### config.mk
export PLATFORM = sky130hd
export DESIGN_NAME = trig_stim_gen
export DESIGN_NICKNAME = d
export VERILOG_FILES = /design/src/rtl/trig_stim_gen.sv
export SDC_FILE = /design/constraint.sdc
export NUM_CORES = 1
export LEC_CHECK = 0
export ABC_AREA = 1
export BUFFER_PORTS_ARGS = -buffer_cell sky130_fd_sc_hd__buf_2
export CAP_MARGIN = 40
export CORE_MARGIN = 5
export CORE_UTILIZATION = 43
export DETAILED_ROUTE_END_ITERATION = 10
export PLACE_DENSITY_LB_ADDON = 0.1
export SYNTH_ARGS = -nofsm -noshare
export SYNTH_HDL_FRONTEND = slang
export SYNTH_SLANG_ARGS = --single-unit
### constraint.sdc
create_clock -name clk -period 1.74 [get_ports clk]
set_input_delay 0.261 -clock clk [delete_from_list [all_inputs] [get_ports clk]]
set_output_delay 0.261 -clock clk [all_outputs]
set_load 0.05 [all_outputs]
### src/rtl/trig_stim_gen.sv
// trig_stim_gen: plaintext stimulus generator for the trojan trigger path.
// Emits a burst of num_blocks 64-bit blocks on a valid/ready stream. The
// block at index trig_idx carries TRIG_PATTERN on the 32 tap bit positions;
// every other block carries TRIG_PATTERN ^ 1, a one-bit near miss.
//
// Ports:
//   clk, rst_n      clock, synchronous active-low reset
//   start           one-cycle burst request (honoured only when idle)
//   num_blocks      burst length, captured at start (0 = empty burst)
//   trig_idx        index of the trigger block, captured at start
//   base_pt         background plaintext for non-tap bits
//   pt_data/pt_valid/pt_ready  output block stream
//   busy            burst in progress
//   done            one-cycle pulse at burst end
//   trig_sent       sticky flag: trigger block accepted in this burst
//
// Build option: define TRIG_STIM_LFSR_FILL_EN to fill non-tap bits from a
// 64-bit Fibonacci LFSR (taps 64,63,61,60) instead of base_pt.
module trig_stim_gen #(
  parameter logic [31:0] TRIG_PATTERN = 32'h331D58BA,
  parameter logic [63:0] LFSR_SEED    = 64'hACE1_0000_0000_0001
) (
  input  logic        clk,
  input  logic        rst_n,
  input  logic        start,
  input  logic [7:0]  num_blocks,
  input  logic [7:0]  trig_idx,
  input  logic [63:0] base_pt,
  output logic [63:0] pt_data,
  output logic        pt_valid,
  input  logic        pt_ready,
  output logic        busy,
  output logic        done,
  output logic        trig_sent
);

  localparam logic [5:0] TAP_POS [32] = '{
    6'd0,  6'd1,  6'd3,  6'd6,  6'd7,  6'd9,  6'd11, 6'd13,
    6'd14, 6'd15, 6'd19, 6'd20, 6'd22, 6'd23, 6'd26, 6'd29,
    6'd30, 6'd32, 6'd35, 6'd36, 6'd38, 6'd39, 6'd41, 6'd45,
    6'd47, 6'd49, 6'd50, 6'd52, 6'd55, 6'd58, 6'd59, 6'd61
  };

  typedef enum logic [1:0] {IDLE, SEND, FIN} state_t;

  state_t      state, next_state;
  logic [7:0]  idx, nblk, tidx;
  logic [7:0]  idx_inc;
  logic        accept;
  logic [63:0] fill_now, fill_next;

  // Overlay tap bits onto the filler; hit selects exact pattern vs near miss.
  function automatic logic [63:0] compose(input logic [63:0] fill, input logic hit);
    logic [63:0] r;
    logic [31:0] pat;
    r   = fill;
    pat = hit ? TRIG_PATTERN : (TRIG_PATTERN ^ 32'h1);
    for (int unsigned k = 0; k < 32; k++) begin
      r[TAP_POS[k]] = pat[k];
    end
    return r;
  endfunction

  assign idx_inc = idx + 8'd1;
  assign accept  = (state == SEND) && pt_ready;

`ifdef TRIG_STIM_LFSR_FILL_EN
  logic [63:0] lfsr, lfsr_next;

  always_comb begin
    lfsr_next = {lfsr[62:0], lfsr[63] ^ lfsr[62] ^ lfsr[60] ^ lfsr[59]};
  end

  always_ff @(posedge clk) begin
    if (!rst_n) begin
      lfsr <= LFSR_SEED;
    end else if (accept) begin
      lfsr <= lfsr_next;
    end
  end

  // The block built on an accept is the one following it, so it must use
  // the advanced LFSR value.
  assign fill_now  = lfsr;
  assign fill_next = lfsr_next;
`else
  assign fill_now  = base_pt;
  assign fill_next = base_pt;
`endif

  always_ff @(posedge clk) begin
    if (!rst_n) begin
      state <= IDLE;
    end else begin
      state <= next_state;
    end
  end

  always_comb begin
    next_state = state;
    pt_valid   = 1'b0;
    busy       = 1'b0;
    done       = 1'b0;
    unique case (state)
      IDLE: begin
        if (start) begin
          next_state = (num_blocks != 8'd0) ? SEND : FIN;
        end
      end
      SEND: begin
        pt_valid = 1'b1;
        busy     = 1'b1;
        if (pt_ready && (idx_inc == nblk)) begin
          next_state = FIN;
        end
      end
      FIN: begin
        done       = 1'b1;
        next_state = IDLE;
      end
      default: next_state = IDLE;
    endcase
  end

  always_ff @(posedge clk) begin
    if (!rst_n) begin
      idx       <= '0;
      nblk      <= '0;
      tidx      <= '0;
      pt_data   <= '0;
      trig_sent <= 1'b0;
    end else begin
      if (state == IDLE && start) begin
        idx       <= '0;
        nblk      <= num_blocks;
        tidx      <= trig_idx;
        trig_sent <= 1'b0;
        if (num_blocks != 8'd0) begin
          pt_data <= compose(fill_now, trig_idx == 8'd0);
        end
      end else if (accept) begin
        idx <= idx_inc;
        if (idx == tidx) begin
          trig_sent <= 1'b1;
        end
        if (idx_inc != nblk) begin
          pt_data <= compose(fill_next, idx_inc == tidx);
        end
      end
    end
  end

endmodule

# Word-level counts from Yosys, hierarchy flattened
# Cells that the tools add are included.
# word_totals
ff_bits	91
word_cells	41
# classes
addsub	1
n_eq_ne	9
mux	12
bitwise	1
reduce_logical	12
# op_table
operator	count
2-to-1 mux 64 bit	4
== test 8 bit	3
adder 8 x 1 -> 8 bit, second input constant	1
logical NOT 8 bit	1
!= test 8 bit	1
nonzero test 8 bit	1
2-to-1 mux 2 bit	3
2-to-1 mux 1 bit	4
!= test 2 x 1 -> 1 bit, second input constant	2
one-hot mux 2 bit (2 select lines)	1
AND reduction 2 bit	2
nonzero test 2 bit	2
logical AND 1 bit	3
AND reduction 3 bit	1
== test 2 x 1 -> 1 bit, second input constant	1
== test 2 bit, second input constant	1
logical NOT 2 bit	1
!= test 2 bit, second input constant	1
OR reduction 2 bit	1
NOT 1 bit	1

# Logic depth before layout (Yosys ltp)
# Gate-level depths: netlist of run 1.
# logic_depth
word_depth	6
depth_mapped	16
mapped_depth_nobuf	15

# Worst setup path after synthesis of run 1
# Ideal clock, no wire load.
# synth_path
path_type	reg-to-reg
startpoint	reg state[0]
endpoint	reg pt_data[43]
t_arrival_ps	2221
required_time_ps	1625
path_slack_ps	-596
stages_incl_launch_ff	10
path_buffers	2
cell_sequence	dfxtp_1 > inv_1 > nor2_1 > nand2_1 > inv_2 > nand2_2 > buf_12 > buf_6 > a21oi_1 > nor2_1
# synth_via
elab_chain_len	4
# synth_rtl
element	line_no	text
start: declaration	46	state_t state, next_state;
start signal: assignment	95	state <= next_state;
logical NOT 2 bit or == test 2 x 1 -> 1 bit (tied branches)	133, 65	
logical AND 1 bit (on tied branches)	133, 65	
!= test 2 x 1 -> 1 bit (no line) or nonzero test 2 bit (tied branches)	-	
AND reduction 3 bit (no line)	-	
end signal: assignment	139	pt_data <= compose(fill_now, trig_idx == 8'd0);
end signal: assignment	147	pt_data <= compose(fill_next, idx_inc == tidx);
end: declaration	29	output logic [63:0] pt_data,
# Parallel ways exist; a longest one is shown, timed or not.
# A chain may end at the register's enable or synchronous reset.

# Worst setup path in the final report of run 1
# layout_path
startpoint	reg idx[1]
endpoint	reg pt_data[37]
# layout_via
elab_chain_len	4
# layout_rtl
element	line_no	text
start: declaration	47	logic [7:0] idx, nblk, tidx;
start signal: assignment	142	idx <= idx_inc;
adder 8 x 1 -> 8 bit	64	assign idx_inc = idx + 8'd1;
!= test 8 bit	146	if (idx_inc != nblk) begin
nonzero test 2 bit (no line)	-	
AND reduction 3 bit (no line)	-	
# Every way passes these cells.

==> qor.yml, run 1 <==
logic_synthesis:
  synth_area_leaders: "dfxtp_1 (36%), nand2_1 (8.9%), buf_4 (7.3%)"
  ys_seq_area_frac: 0.361
  synthMuxAreaShare: 0
  avgSynthCellArea_um2: 7.49
  ys_ff_latch: 61
  yosys.area_share.simple: 0.294
  synthCells: 451
  ys_types: 31
  synth_xor_area_frac: 0.0466
  yosys.area.top_type_share: 0.361
  synth_top_family_by_area: "simple AND/OR/NAND/NOR gates"
  ys_warn_count: 0
  syn-cell-area_mm2: 0.00338
  yosysTopAreaCell: "dfxtp_1"
  synth-adder-area-share: 0.00370
  synth_compound_area_frac: 0.133
final_layout:
  drive_above_1_share: 0.406
  num-nets-final: 652
  utilization: 0.585
  antennaDiodeCount: 0
  area_growth_pct: 33.2
  final_area_mm2: 0.00450
timing:
  finalCriticalPeriod_ns: 1.89
  rsz0062_at_grt: "yes"
  finalCritPeriodShare: 1.08
  max_clock_freq_mhz: 530
  setup_violations: 34
  slew_viol_final: 0
  fin_ws_ns: -0.146
  clock-skew-final_ns: 0.00894
  holdWs_ns: 0.117
  hold_viol: 0
min_path:
  hold_start: "base_pt[53]"
  whs_path_depth: 3
  hold_class: "in2reg"
  hold_end: "pt_data[53]$_SDFFE_PN0P_"
power:
  power_mw: 4.48
  p_leak_nw: 2.23
  cellPowerDensity_mw_per_mm2: 995
  vdd_drop_max_uv: 496
route:
  ant_nets: 0
  num_vias: 3188
  drtIter0Drc: 154
  drc: 0
  drt-wirelength-per-cell_um: 13.2
  firstDrtPassIters: 4
  via_per_inst: 4.73
  routed_wl_um: 8920
worst_setup_path:
  reg2reg_to: "pt_data[37]$_SDFFE_PN0P_"
  end_kind: "flop"
  cp.arrival_ns: 2.13
  r2r_start: "idx[1]$_SDFFE_PP0P_"
  r2r_cells: 14
  ff2ff_setup_slack_ns: -0.15
  criticalPathCategory: "reg2reg"
  cp.required_ns: 1.98
  start_kind: "flop"
  cp_max_fo: 15
status:
  failed_checks: "negative setup slack"
  status: "complete, but fails checks"
global_routing:
  grt_pass1_wl_um: 14100
  antenna_found_initial: 0
  grt_max_degree: 45
  grt_pass1_vias: 3060
  track_usage: 0.178
  overflow: 0
die:
  initial_core_util: 0.440
  io_pins: 152
  die_y_um: 98.7
  die_w_um: 98.7
  core-area_mm2: 0.00769
  die_area_mm2: 0.00973
  rows: 32
place:
  dp_slack_ns: -0.291
  dp_hpwl_um: 6120
  gp_congestion: 0.827
  io_buffers: 104
  postPlaceCellArea_mm2: 0.00398
clock_tree:
  root_buffer: "clkbuf_8"
  htreeDepth: 3
  clk_latency_ns: 0.35
  hold_buffers: 0
  clk_path_buf_depth: 2
  cts_tree: "done"
  cts_buffers: 9
  cts.clk_slew.worst_paths_ns: 0.07
  cts_sinks: 61
run:
  maxCapViolations: 0
-- kinds of logic after synthesis --
logic type | Yosys count
fa+ha+maj | 1
flops | 61
compound gates | 73
simple gates | 209
buf+inv | 88
other cells | 1
xor+xnor | 18
-- metal layers --
layer	part of all wire	GRT usage
met1	0.44	0.214
met2	0.48	0.295
met3	0.071	0.0729
met4	0.0081	0.0504
met5	0	0
-- cell usage after synthesis, drive strengths merged --
cell and count:
nand2 88, nor2 63, dfxtp 61, buf 50, a21oi 47, nand3b 32
inv 30, o21ai 21, nand3 16, xor2 12, clkbuf 8, xnor2 6
nor4 5, a31oi 3, nand4 3, a211oi 1, conb 1, ha 1
nor3 1, nor3b 1, o211ai 1
-- report_power, final --
group	switching, mW	internal [mW]	leakage, nW
clock	0.575	0.658	0.0923
sequential	0.0934	1.54	0.508
combinational	1.10	0.506	1.63
total	1.77	2.71	2.23
-- cell usage in the layout (no fill, tap or decap), types with 3 or more instances in the layout --
cell and instances:
buf_2 104, nand2_1 68, dfxtp_1 57, nor2_1 55, nand3b_1 32, buf_4 31, inv_1 26, a21oi_2 24
a21oi_1 23, o21ai_0 20, nand2_2 17, conb_1 15, xor2_1 12, nand3_1 10, clkbuf_8 9, xnor2_1 6
nor2_4 5, nand3_2 5, nor4_1 5, inv_2 4, dfxtp_4 4, buf_12 4, buf_6 4, nor2_2 3
nand4_1 3, a31oi_1 3
-- per-stage QoR --
step / instances / TNS [ns]
after global placement: 648 / -8.05
final: 674 / -4.05
after global routing: 674 / -7.67
after floorplan: 465 / 0
after CTS: 671 / -5.85
after detailed placement: 648 / -8.87
-- how the worst max path moves through the flow --
stage	start	endpoint	slack [ns]	depth (start not counted)
after floorplan	idx[1]$_SDFFE_PP0P_	pt_data[46]$_SDFFE_PN0P_	0.007	13
after global placement	idx[2]$_SDFFE_PP0P_	pt_data[28]$_SDFFE_PN0P_	-0.26	14
after detailed placement	idx[2]$_SDFFE_PP0P_	pt_data[27]$_SDFFE_PN0P_	-0.29	14
after CTS	idx[0]$_SDFFE_PP0P_	pt_data[24]$_SDFFE_PN0P_	-0.19	15
after global routing	idx[1]$_SDFFE_PP0P_	pt_data[31]$_SDFFE_PN0P_	-0.26	15
final	idx[1]$_SDFFE_PP0P_	pt_data[37]$_SDFFE_PN0P_	-0.15	14
-- state kept, by name, summed over array words and instances (netlist names) --
register	cells
pt_data	34
idx	8
nblk	8
tidx	8
state	2
trig_sent	1
-- critical path: stages, from the launching register on --
cell and delay [ns]:
dfxtp_4 0.36, ha_4 0.19, nand2_4 0.08, nor2_4 0.13, nand2_2 0.06, nand2_2 0.09
buf_6 0.10, nand3_2 0.05, nand2_2 0.09, nor2_4 0.04, nand2_4 0.12, nand2_8 0.10
buf_16 0.18, a21oi_1 0.13, nor2_1 0.05
-- timing repair --
action                                 in CTS  in global routing
setup buffers                               5                  1
endpoints found under the hold margin       0                  0
pin swaps                                   9                 19
gates resized for setup                    24                 22
setup endpoints to repair                  35                 36
cloned                                      3                  3
-- area by class of cell --
cell class / instances / area, um^2
inverter: 30 / 113
sequential: 61 / 1240
multi-input combinational: 317 / 1830
tap: 102 / 128
fill: 734 / 3190
timing repair buffer: 148 / 998
clock buffer: 10 / 128
clock inverter: 6 / 63.8
(Power assumes the default switching activity.)
==> run 2, diff against run 1 <==
Settings changed: CELL_PAD_IN_SITES_DETAIL_PLACEMENT from default to 1, CELL_PAD_IN_SITES_GLOBAL_PLACEMENT from default to 2, CORE_UTILIZATION 43 to 22.
==> qor.yml, run 2 (same netlist as run 1, synthesis figures left out) <==
status:
  status: "complete, but fails checks"
  failed_checks: "negative setup slack"
worst_setup_path:
  cp.arrival_ns: 2.26
  cp.required_ns: 2.01
  criticalPathCategory: "reg2reg"
  cp_top_family: "simple AND/OR/NAND/NOR gates"
  end_kind: "flop"
  r2r_start: "idx[1]$_SDFFE_PP0P_"
  max_stage_delay_ns: 0.36
  ff2ff_setup_slack_ns: -0.26
  slowest_stage: "dfxtp_4"
  path_cells: "ha_4 -> nand3_4 -> buf_6 -> nand2_4 -> nand3_2 -> nand2_2 -> nand3_4 -> nor2_4 -> nand2_4 -> buf_12 -> nand2_8 -> buf_12 -> buf_6 -> a21oi_2 -> nor2_1"
  reg2reg_to: "pt_data[60]$_SDFFE_PN0P_"
  r2r_cells: 15
  start_kind: "flop"
  worst-path-buf-inv: 4
  cp_num_cells: 15
  cp_max_fo: 7
final_layout:
  utilization: 0.338
  antennaDiodeCount: 0
  largest_reg_flops: 34
  area_growth_pct: 51.3
  fin_cells: 786
  fillers: 1828
  drive_above_1_share: 0.446
  mostFrequentLayoutCells: "buf_2 (104), nand2_1 (61), dfxtp_1 (57)"
  final_common_cell: "buf_2"
  regMostFlops: "pt_data"
  num-nets-final: 678
route:
  drt-wirelength-per-cell_um: 15.2
  num_vias: 3387
  drtIter0Drc: 73
  via_per_inst: 4.31
  firstDrtPassIters: 3
  ant_nets: 0
  drc: 0
  routed_wl_um: 12000
clock_tree:
  cts_buffers: 9
  cts_sinks: 61
  clk_latency_ns: 0.33
  cts_tree: "done"
  cts.clk_slew.worst_paths_ns: 0.05
  clk_path_buf_depth: 2
  root_buffer: "clkbuf_16"
  htreeDepth: 3
die:
  core-area_mm2: 0.0151
  die_area_mm2: 0.0179
  die_w_um: 134
  die_y_um: 134
  io_pins: 152
  initial_core_util: 0.223
  rows: 45
min_path:
  whs_path_depth: 3
  hold_class: "in2reg"
  hold_start: "base_pt[46]"
  hold_end: "pt_data[46]$_SDFFE_PN0P_"
timing:
  slew_viol_final: 0
  max_clock_freq_mhz: 501
  finalCritPeriodShare: 1.15
  setup_violations: 36
  rsz0062_at_grt: "yes"
  clock-skew-final_ns: 0.00601
  finalCriticalPeriod_ns: 2.00
  holdWs_ns: 0.137
  hold_viol: 0
  fin_ws_ns: -0.256
power:
  p_leak_nw: 2.48
  cellPowerDensity_mw_per_mm2: 1060
  vdd_drop_max_uv: 424
global_routing:
  grt_max_degree: 27
  track_usage: 0.133
  overflow: 0
  grt_pass1_wl_um: 18900
  grt_pass1_vias: 3685
  antenna_found_initial: 1
place:
  gp_congestion: 0.781
  io_buffers: 104
  dp_hpwl_um: 8390
  dp_cells: 742
run:
  maxCapViolations: 0
==> run 2: cell types whose count changed in the layout (fill, tap and decap cells not counted), sizes merged <==
cell,previous run,this run
buf,146,171
clkbuf,12,15
bufinv,1,2
clkinvlp,2,0
clkinv,3,2
==> run 2: layout make-up <==
type / instances / area, um^2 / area share
clock buffers: 12 / 256 / 0.0502
clock inverters: 4 / 70.1 / 0.0137
inverters: 30 / 113 / 0.0220
multi-input cells: 317 / 1900 / 0.371
flip-flops and latches: 61 / 1230 / 0.241
well taps: 188 / 235 / 0.0460
repair buffers: 174 / 1310 / 0.256
==> run 2: worst max path at each step <==
stage / from / endpoint / slack (ns)
final: idx[1]$_SDFFE_PP0P_ / pt_data[60]$_SDFFE_PN0P_ / -0.26
after global routing: idx[0]$_SDFFE_PP0P_ / pt_data[43]$_SDFFE_PN0P_ / -0.35
after CTS: idx[1]$_SDFFE_PP0P_ / pt_data[25]$_SDFFE_PN0P_ / -0.24
after detailed placement: idx[3]$_SDFFE_PP0P_ / pt_data[62]$_SDFFE_PN0P_ / -0.47
after global placement: idx[3]$_SDFFE_PP0P_ / pt_data[63]$_SDFFE_PN0P_ / -0.43
after floorplan: idx[1]$_SDFFE_PP0P_ / pt_data[46]$_SDFFE_PN0P_ / 0.007
==> run 2: repair_timing <==
item	in CTS	in global routing
hold endpoints to repair	0	0
hold buffers	0	0
buffers inserted	22	7
pin swaps	26	23
gates cloned	6	3
setup endpoints to repair	36	37
gates resized for setup	55	20
==> run 2: metrics by stage <==
step                area (um^2)  power (mW)  TNS, ns  setup WS (ns)
finish                     5110        5.41    -6.88         -0.256
global route               5110        5.70   -10.75         -0.351
CTS                        5050        5.51    -7.75         -0.244
detailed placement         4190        3.26   -15.02         -0.471
global placement           4190        3.24   -13.28         -0.425
floorplan                  3460        2.90        0        0.00685
==> run 2: routing by layer <==
| metal | vias to the layer above | track usage | wire length [um] |
|---|---|---|---|
| met1 | 1602 | 0.168 | 5480 |
| li1 | 1693 | - | - |
| met3 | 15 | 0.0304 | 502 |
| met2 | 75 | 0.220 | 5790 |
| met5 | - | 0 | 20 |
| met4 | 2 | 0.0503 | 188 |
==> run 2: tightest hold or removal path: stages <==
cell	delay (ns)
buf_2	0.07
a21oi_1	0.03
nor2_1	0.07
==> run 2: power by group <==
part,switching [mW],internal [mW]
Combinational,1.17,0.608
Sequential,0.0972,1.55
Clock,0.664,1.33
